**config.mk**
```make
export PLATFORM = sky130hd
export DESIGN_NAME = weight_loader
export DESIGN_NICKNAME = d
export VERILOG_FILES = /design/src/rtl/weight_loader.sv
export SDC_FILE = /design/constraint.sdc
export NUM_CORES = 1
export LEC_CHECK = 0
export CAP_MARGIN = 0
export CORE_MARGIN = 4
export CORE_UTILIZATION = 30
export DETAILED_ROUTE_END_ITERATION = 6
export GPL_TIMING_DRIVEN = 1
export PLACE_DENSITY = 0.48
export SETUP_SLACK_MARGIN = 0.3
export SLEW_MARGIN = 20
export SYNTH_ARGS = -nofsm -noshare
export SYNTH_HDL_FRONTEND = slang
export SYNTH_SLANG_ARGS = --single-unit
```
**constraint.sdc**
```tcl
create_clock -name clk -period 7.7 [get_ports clk]
set_clock_uncertainty 0.2 [all_clocks]
set_input_delay 1.54 -clock clk [delete_from_list [all_inputs] [get_ports clk]]
set_output_delay 1.54 -clock clk [all_outputs]
set_load 0.02 [all_outputs]
```
**src/rtl/weight_loader.sv**
```systemverilog
// Weight-tile loader for an N x N weight-stationary systolic array: buffers N rows,
// then streams them down the psum path with diagonal column skew and per-column capture.
module weight_loader #(
  parameter int N          = 4,
  parameter int DATA_WIDTH = 8,
  parameter int ACC_WIDTH  = 32
) (
  input  logic                      clk,
  input  logic                      rst,
  input  logic                      start,
  input  logic                      w_valid,
  input  logic [N*DATA_WIDTH-1:0]   w_data,
  output logic                      w_ready,
  output logic [N*ACC_WIDTH-1:0]    psum_top,
  output logic                      en_weight_pass,
  output logic [N-1:0]              en_weight_capture,
  output logic                      busy,
  output logic                      done
);

  localparam int RW = $clog2(N);
  localparam int SW = $clog2(2*N-1);
  localparam logic [RW-1:0] ROW_LAST = RW'(N-1);
  localparam logic [SW-1:0] S_LAST   = SW'(2*N-2);

  typedef enum logic [1:0] {IDLE, FILL, STREAM, DONE} state_t;

  state_t                  state, state_nx;
  logic [RW-1:0]           row_cnt, row_nx;
  logic [SW-1:0]           s_cnt, s_nx;
  logic                    accept;
  logic [N*DATA_WIDTH-1:0] wbuf    [N];
  logic [N*DATA_WIDTH-1:0] wbuf_nx [N];
  logic [N*ACC_WIDTH-1:0]  psum_nx, psum_p1;
  logic [N-1:0]            cap_nx, cap_p1;
  logic                    ready_p1, busy_p1, done_p1, pass_p1;

  function automatic logic [ACC_WIDTH-1:0] zext(input logic [DATA_WIDTH-1:0] v);
    zext = {{(ACC_WIDTH-DATA_WIDTH){1'b0}}, v};
  endfunction

  assign accept = ready_p1 && w_valid;

  always_comb begin
    state_nx = state;
    row_nx   = row_cnt;
    s_nx     = s_cnt;
    unique case (state)
      IDLE: begin
        if (start) begin
          state_nx = FILL;
          row_nx   = '0;
        end
      end
      FILL: begin
        if (accept) begin
          row_nx = row_cnt + 1'b1;
          if (row_cnt == ROW_LAST) begin
            state_nx = STREAM;
            s_nx     = '0;
          end
        end
      end
      STREAM: begin
        s_nx = s_cnt + 1'b1;
        if (s_cnt == S_LAST) state_nx = DONE;
      end
      DONE: state_nx = IDLE;
      default: state_nx = IDLE;
    endcase
  end

  // Buffer view after this edge; lets the first stream cycle see the row arriving now.
  always_comb begin
    for (int r = 0; r < N; r++) begin
      wbuf_nx[r] = (accept && row_cnt == RW'(r)) ? w_data : wbuf[r];
    end
  end

  // Column c shows row r at s = c + (N-1-r): bottom row first, one cycle lag per column.
  always_comb begin
    psum_nx = '0;
    cap_nx  = '0;
    if (state_nx == STREAM) begin
      for (int c = 0; c < N; c++) begin
        for (int r = 0; r < N; r++) begin
          if (int'(s_nx) == N - 1 - r + c)
            psum_nx[c*ACC_WIDTH +: ACC_WIDTH] = zext(wbuf_nx[r][c*DATA_WIDTH +: DATA_WIDTH]);
        end
        cap_nx[c] = (int'(s_nx) == N - 1 + c);
      end
    end
  end

  // Stage p0 -> p1: control state and registered outputs
  always_ff @(posedge clk) begin
    if (rst) begin
      state    <= IDLE;
      row_cnt  <= '0;
      s_cnt    <= '0;
      ready_p1 <= 1'b0;
      busy_p1  <= 1'b0;
      done_p1  <= 1'b0;
      pass_p1  <= 1'b0;
      cap_p1   <= '0;
      psum_p1  <= '0;
    end else begin
      state    <= state_nx;
      row_cnt  <= row_nx;
      s_cnt    <= s_nx;
      ready_p1 <= (state_nx == FILL);
      busy_p1  <= (state_nx == FILL) || (state_nx == STREAM);
      done_p1  <= (state_nx == DONE);
      pass_p1  <= (state_nx == STREAM);
      cap_p1   <= cap_nx;
      psum_p1  <= psum_nx;
    end
  end

  always_ff @(posedge clk) begin
    wbuf <= wbuf_nx;
  end

  assign w_ready           = ready_p1;
  assign busy              = busy_p1;
  assign done              = done_p1;
  assign en_weight_pass    = pass_p1;
  assign en_weight_capture = cap_p1;
  assign psum_top          = psum_p1;

endmodule

```
==> load_flow_metrics.sql, run 1 <==
INSERT INTO impl_metrics (metric_group, metric, value, unit) VALUES
('outcome', 'status', 'completed', ''),
('setup_path', 'r2r_end', 'psum_top[32]', ''),
('layout', 'post-route-util', '0.355', ''),
('sta', 'fin_crit_sh', '0.638', ''),
('layout', 'finalInstanceArea', '0.00896', 'sq mm'),
('power', 'p_leak', '4.11', 'nW'),
('setup_path', 'crit-reg2reg-launch', 'row_cnt[0]', ''),
('logic_synthesis', 'postSynthCellCount', '723', ''),
('clocking', 'cts_made_buffers', '17', ''),
('sta', 'final.hold.worst_slack', '0.253', 'ns'),
('sta', 'finalSetupViolCount', '0', ''),
('drt', 'detailedRoute.firstIterationViolations', '220', ''),
('sta', 'rsz0062_at_grt', 'false', ''),
('placement', 'port-buffer-count', '75', ''),
('global_route', 'grt.total_usage', '0.117', ''),
('drt', 'detail_route_antenna_nets', '0', ''),
('clocking', 'cts.repair.resized', '0', ''),
('drt', 'wl', '16.8', 'mm'),
('setup_path', 'cp_data_arrival_time', '4.98', 'ns'),
('logic_synthesis', 'post_synth_instance_area', '0.00774', 'sq mm'),
('logic_synthesis', 'yosysSeqAreaShare', '0.453', ''),
('power', 'pwr_density_cell', '231', 'mW/mm^2'),
('placement', 'routabilityCongestion', '0.732', ''),
('sta', 'setup-tns-final', '0', 'ns'),
('logic_synthesis', 'yosysWarnings', '0', ''),
('sta', 'tightestPinTransition', '0.978', 'ns'),
('sta', 'max_freq', '204', 'MHz'),
('logic_synthesis', 'synth_ff_type', 'dfxtp_1', ''),
('clocking', 'cts.hold.buffers_added', '0', ''),
('power', 'ir_worst_vdd', '131', 'uV'),
('sta', 'report.final.slew_viol_count', '0', ''),
('global_route', 'initial_antenna_violation_count', '0', ''),
('floorplanning', 'floorplan.die_area', '0.0284', 'sq mm'),
('floorplanning', 'initial_utilization', '0.306', ''),
('clocking', 'cts.reportedPaths.clkPinSlew', '0.06', 'ns'),
('logic_synthesis', 'synth_seq_cells', '175', ''),
('power', 'clockPowerShare', '0.423', ''),
('clocking', 'cts_setup_buffers', '0', ''),
('setup_path', 'critical_path.startpoint_type', 'primary input', ''),
('layout', 'total_number_of_nets_in_the_final_design', '833', ''),
('floorplanning', 'fp.dieW', '169', 'microns'),
('drt', 'drtPass1Iterations', '5', ''),
('setup_path', 'cp-end-kind', 'flip-flop', ''),
('min_path', 'timing.hold.worst_path_depth', '2', ''),
('layout', 'share_of_cells_above_drive_strength_1', '0.191', ''),
('drt', 'vias', '4964', ''),
('clocking', 'cts.sinks', '175', ''),
('global_route', 'grt_first_pass_wirelength', '26.3', 'mm'),
('sta', 'report.final.hold_viol_count', '0', ''),
('setup_path', 'crit_path_end', 'psum_top[32]', ''),
('setup_path', 'timing.critical_path.cells', 'clkdlybuf4s50_1, nand3_2, buf_4, a31oi_1, nor2_1, o22ai_1, ha_1, nand2b_1, inv_1, o21ai_0, a31oi_1', ''),
('clocking', 'cts_tree', 'yes', ''),
('logic_synthesis', 'syn_area_per_cell', '10.7', 'sq um'),
('placement', 'hpwlAfterDp', '11.0', 'mm'),
('setup_path', 'path_class', 'primary input to flip-flop', ''),
('setup_path', 'critical_path_peak_fanout', '33', ''),
('logic_synthesis', 'synth.top_cells.by_area', 'dfxtp_1, mux2_2, buf_4', ''),
('sta', 'final_period_minus_worst_setup_slack', '4.91', 'ns'),
('setup_path', 'crit_path_top_delay_cell', 'nand2b_1', ''),
('clocking', 'max-clock-path-buffers', '2', ''),
('setup_path', 'cp.required', '7.77', 'ns'),
('power', 'netSwitchingFraction', '0.236', ''),
('sta', 'slew-limit-headroom', '0.348', ''),
('floorplanning', 'row_count', '58', ''),
('global_route', 'grt_pass1_vias', '4744', ''),
('setup_path', 'rr_worst_depth', '11', ''),
('setup_path', 'cpPeakStageDelay', '0.69', 'ns'),
('min_path', 'min_path_type', 'flip-flop to flip-flop', ''),
('setup_path', 'timing.reg2reg.setup_slack', '3.99', 'ns'),
('power', 'seqPwrFrac', '0.482', ''),
('power', 'logic_gate_share_of_total_power', '0.095', '');
power by group through the flow:
stage	clock, mW	sequential (mW)	combinational (mW)
global route	0.939	1.00	0.219
CTS	0.903	0.998	0.198
detailed placement	0	1.02	0.197
floorplan	0	1.01	0.187
global placement	0	1.02	0.195
finish	0.874	0.998	0.197
cells in the mapped netlist, types with 2 or more instances:
master / n
buf_2: 18
inv_1: 57
a21oi_1: 6
a211oi_1: 10
a31oi_1: 16
dfxtp_1: 175
and4_1: 2
clkbuf_1: 5
o21ai_0: 17
buf_4: 104
mux2i_1: 47
nor2b_1: 8
mux2_2: 89
o21ai_2: 3
nor2_1: 20
a22oi_1: 10
nor2_4: 2
a31oi_4: 3
o22ai_1: 12
a2bb2o_1: 5
a2bb2o_4: 2
nand2_1: 29
buf_6: 6
o21ai_1: 6
nand2b_1: 5
nand4_1: 2
o221ai_1: 7
and3_4: 2
nor3_1: 7
a21o_1: 2
ha_1: 13
nand3_1: 6
a221oi_1: 7
per-stage QoR:
| stage | worst slack [ns] | cells |
|---|---|---|
| after CTS | 2.76 | 1127 |
| final | 2.79 | 1127 |
| after global routing | 2.48 | 1127 |
| after global placement | 2.37 | 1095 |
| after floorplan | 3.99 | 818 |
| after detailed placement | 2.30 | 1095 |
cell usage in the layout (no fill, tap or decap), drive strengths merged, types with 2 or more instances in the layout:
master	netlist	layout
ha	13	13
conb	1	96
nand4	2	2
a31oi	19	19
bufinv	0	2
nor3	8	8
mux2	89	89
o22ai	12	12
buf	128	5
nor2	22	22
a21oi	7	7
a221oi	8	8
nor2b	8	8
clkdlybuf4s50	0	75
and4	2	2
o221ai	7	7
nand2	29	29
clkbuf	5	24
a211oi	11	11
o21ai	27	27
mux2i	47	47
a2bb2o	7	7
a21o	2	2
nand2b	5	5
nand3	6	6
a22oi	11	11
dfxtp	175	175
clkinv	0	4
inv	57	58
and3	2	2
final cells by class:
cell class	instances	area [sq um]
clock buffers	24	502
clock inverters	8	103
fillers	2551	16300
inverters	57	214
multi-input cells	453	3440
flip-flops and latches	175	3500
well taps	330	413
repair buffers	80	788
cell families (layout without fill, tap and decap cells):
group                      after synthesis  in the layout  share of synthesized area
xor gates and xnor gates                 1              1                    0.00113
AOI/OAI and AO/OA                      116            116                      0.118
buffers and inverters                  190            169                      0.151
other                                    1             96                   0.000485
and+or+nand+nor                         91             91                     0.0651
muxes                                  136            136                      0.190
adders and majority gates               13             13                     0.0210
DFF                                    175            175                      0.453
worst min path at each step:
stage / start / slack [ns] / endpoint
final: wbuf[122] / 0.25 / wbuf[122]
after global routing: wbuf[93] / 0.27 / wbuf[93]
after CTS: wbuf[122] / 0.26 / wbuf[122]
after detailed placement: wbuf[122] / 0.25 / wbuf[122]
after global placement: wbuf[112] / 0.24 / wbuf[112]
after floorplan: wbuf[120] / 0.22 / wbuf[120]
metal layers:
metal / vias to the layer above / routed length, microns / GRT usage
met5: - / 0 / 0
met4: 0 / 125 / 0.0392
met3: 11 / 856 / 0.0283
met1: 2390 / 8010 / 0.158
met2: 126 / 7800 / 0.185
li1: 2437 / - / -
worst max-delay path, delay by kind of cell:
| family | cells | cell delay [ns] |
|---|---|---|
| compound gates | 4 | 0.58 |
| fa+ha+maj | 1 | 0.21 |
| buf+inv | 3 | 1.68 |
| simple gates | 3 | 0.96 |
registers in the layout (all words and copies together), names as in the netlist:
signal	cells
state	2
en_weight_capture	4
busy	1
done	1
s_cnt	3
psum_top	32
en_weight_pass	1
wbuf	128
row_cnt	2
w_ready	1
Power figures use the tool's default switching activity.
==> run 2, diff against run 1 <==
==> constraint.sdc (replaced) <==
create_clock -name clk -period 4.95 [get_ports clk]
set_clock_uncertainty 0.2 [all_clocks]
set_input_delay 0.99 -clock clk [delete_from_list [all_inputs] [get_ports clk]]
set_output_delay 0.99 -clock clk [all_outputs]
set_load 0.02 [all_outputs]
==> load_flow_metrics.sql, run 2 (synthesized netlist as in run 1, its figures left out) <==
INSERT INTO impl_metrics (metric_group, metric, value, unit) VALUES
('floorplanning', 'row_count', '58', ''),
('global_route', 'final_global_route_overflow_total', '0', ''),
('global_route', 'initial_antenna_violation_count', '0', ''),
('placement', 'routabilityCongestion', '0.728', ''),
('global_route', 'grt_first_pass_wirelength', '26.7', 'mm'),
('setup_path', 'path_class', 'primary input to flip-flop', ''),
('clocking', 'cts_made_buffers', '17', ''),
('clocking', 'cts.hold.buffers_added', '0', ''),
('layout', 'most_frequent_standard_cell_in_the_layout_excluding_fill_and_tap_cells', 'dfxtp_1', ''),
('clocking', 'clock-root-buffer', 'clkbuf_16', ''),
('global_route', 'grt_max_degree', '33', ''),
('floorplanning', 'pin_count', '172', ''),
('setup_path', 'crit_path_end', 'psum_top[32]', ''),
('layout', 'layout.filler_cells', '2567', ''),
('placement', 'place_inst', '1102', ''),
('sta', 'finalSetupViolCount', '0', ''),
('setup_path', 'critical_path.startpoint_type', 'primary input', ''),
('clocking', 'cts.sinks', '175', ''),
('layout', 'mostFrequentLayoutCells', 'dfxtp_1, conb_1, mux2_2, clkdlybuf4s50_1, inv_1', ''),
('setup_path', 'crit_path_top_delay_cell', 'clkdlybuf4s50_1', ''),
('drt', 'wl', '16.7', 'mm'),
('layout', 'areaGrowthSynthToFinish', '16.8', '%'),
('sta', 'final.hold.worst_slack', '0.257', 'ns'),
('drt', 'vias', '4937', ''),
('clocking', 'max-clock-path-buffers', '2', ''),
('layout', 'antennaDiodeCount', '0', ''),
('clocking', 'clk_latency', '0.42', 'ns'),
('floorplanning', 'initial_utilization', '0.306', ''),
('placement', 'port-buffer-count', '75', ''),
('setup_path', 'critical_path_peak_fanout', '27', ''),
('layout', 'total_number_of_nets_in_the_final_design', '840', ''),
('sta', 'rsz0062_at_grt', 'false', ''),
('placement', 'hpwlAfterDp', '11.3', 'mm'),
('sta', 'slew-limit-headroom', '0.443', ''),
('setup_path', 'timing.critical_path.cells', 'clkdlybuf4s50_1, and3_4, o21ai_4, a31oi_4, nor2_1, a22oi_1, a31oi_1', ''),
('global_route', 'grt_pass1_vias', '4896', ''),
('power', 'pwr_density_cell', '360', 'mW/mm^2'),
('outcome', 'status', 'completed', ''),
('setup_path', 'cpPeakStageDelay', '0.73', 'ns'),
('sta', 'tightestPinTransition', '0.835', 'ns'),
('setup_path', 'rr_worst_depth', '8', ''),
('placement', 'pre_cts_slack', '0.827', 'ns'),
('sta', 'max_freq', '276', 'MHz'),
('setup_path', 'cp_data_arrival_time', '3.67', 'ns'),
('sta', 'final.setup.worst_slack', '1.33', 'ns'),
('sta', 'final_period_minus_worst_setup_slack', '3.62', 'ns'),
('setup_path', 'cp_num_buf_inv', '1', ''),
('sta', 'report.final.hold_viol_count', '0', ''),
('layout', 'registers.top_by_ff_count', 'wbuf', ''),
('min_path', 'min_path_type', 'flip-flop to flip-flop', ''),
('drt', 'route.detailed.vias_per_inst', '4.35', ''),
('power', 'p_leak', '4.13', 'nW'),
('setup_path', 'timing.reg2reg.setup_slack', '1.39', 'ns'),
('global_route', 'grt.total_usage', '0.118', ''),
('clocking', 'cts.reportedPaths.clkPinSlew', '0.07', 'ns'),
('setup_path', 'r2r_end', 'psum_top[32]', ''),
('floorplanning', 'fp.dieW', '169', 'microns'),
('setup_path', 'cp-end-kind', 'flip-flop', ''),
('run', 'maxCapViolCount', '0', ''),
('floorplanning', 'floorplan.die_area', '0.0284', 'sq mm'),
('layout', 'share_of_cells_above_drive_strength_1', '0.199', ''),
('drt', 'drc', '0', ''),
('layout', 'largest_reg_flops', '128', ''),
('drt', 'drtPass1Iterations', '4', ''),
('layout', 'post-route-util', '0.358', ''),
('min_path', 'timing.hold.worst_path_depth', '2', ''),
('drt', 'detailedRoute.firstIterationViolations', '182', ''),
('clocking', 'cts_setup_buffers', '0', ''),
('drt', 'detail_route_antenna_nets', '0', ''),
('clocking', 'cts-htree-levels', '4', ''),
('floorplanning', 'dieHeight', '169', 'microns'),
('clocking', 'cts.repair.resized', '0', ''),
('setup_path', 'cp.required', '5.00', 'ns'),
('setup_path', 'crit_family', 'compound AO/OA/AOI/OAI gates', ''),
('setup_path', 'crit-reg2reg-launch', 'state[0]', ''),
('setup_path', 'critical_path_depth', '7', ''),
('drt', 'wl_per_cell', '14.7', 'microns'),
('power', 'ir_worst_vdd', '201', 'uV'),
('sta', 'setup-tns-final', '0', 'ns'),
('sta', 'report.final.slew_viol_count', '0', ''),
('floorplanning', 'core_area', '0.0253', 'sq mm'),
('sta', 'fin_crit_sh', '0.731', ''),
('clocking', 'cts_tree', 'yes', ''),
('setup_path', 'crit_start', 'w_valid', ''),
('min_path', 'min-delay-start', 'wbuf[123]', ''),
('layout', 'finish.cell_count_without_fillers', '1134', '');
-- run 2: cell types whose count changed in the layout (fill, tap and decap cells not counted), sizes merged --
cell      delta
inv          +1
clkinvlp     +3
clkinv       -2
bufinv       +1
buf          +7
clkbuf       -3
-- run 2: worst min-delay path by stage --
stage                      to  slack, ns
floorplan           wbuf[120]       0.22
global placement    wbuf[123]       0.24
detailed placement  wbuf[123]       0.24
CTS                 wbuf[123]       0.26
global route         wbuf[31]       0.28
finish              wbuf[123]       0.26
-- run 2: cell type report --
class	instances	area [sq um]	share of cell area
inverters	57	214	0.0237
flip-flops and latches	175	3500	0.388
multi-input cells	453	3440	0.381
clock buffers	21	470	0.0520
clock inverters	11	155	0.0172
repair buffers	87	841	0.0930
well taps	330	413	0.0457
-- run 2: tightest hold or removal path, stage by stage, from the launching register on --
cell and delay, ns:
dfxtp_1 0.31, mux2i_1 0.07, inv_1 0.05
-- run 2: through the flow --
stage	cell area [sq um]	power (mW)
2_1_floorplan	8100	1.87
3_3_place_gp	8410	1.88
3_5_place_dp	8410	1.89
4_1_cts	9040	3.30
5_1_grt	9040	3.40
6_report	9040	3.26
-- run 2: where the power goes --
| group | leakage, nW | total [mW] | switching, mW | internal (mW) |
|---|---|---|---|---|
| Sequential | 1.42 | 1.55 | 0.0291 | 1.52 |
| Clock | 0.293 | 1.40 | 0.558 | 0.841 |
| Combinational | 2.42 | 0.306 | 0.183 | 0.123 |
| Total | 4.13 | 3.26 | 0.770 | 2.49 |
-- run 2: routing by layer --
metal  wire (microns)  share of wire  GRT usage
met1             7830           0.47      0.156
met2             7840           0.47      0.192
met3              939          0.056     0.0320
met4               99         0.0059     0.0318
met5                0              0          0
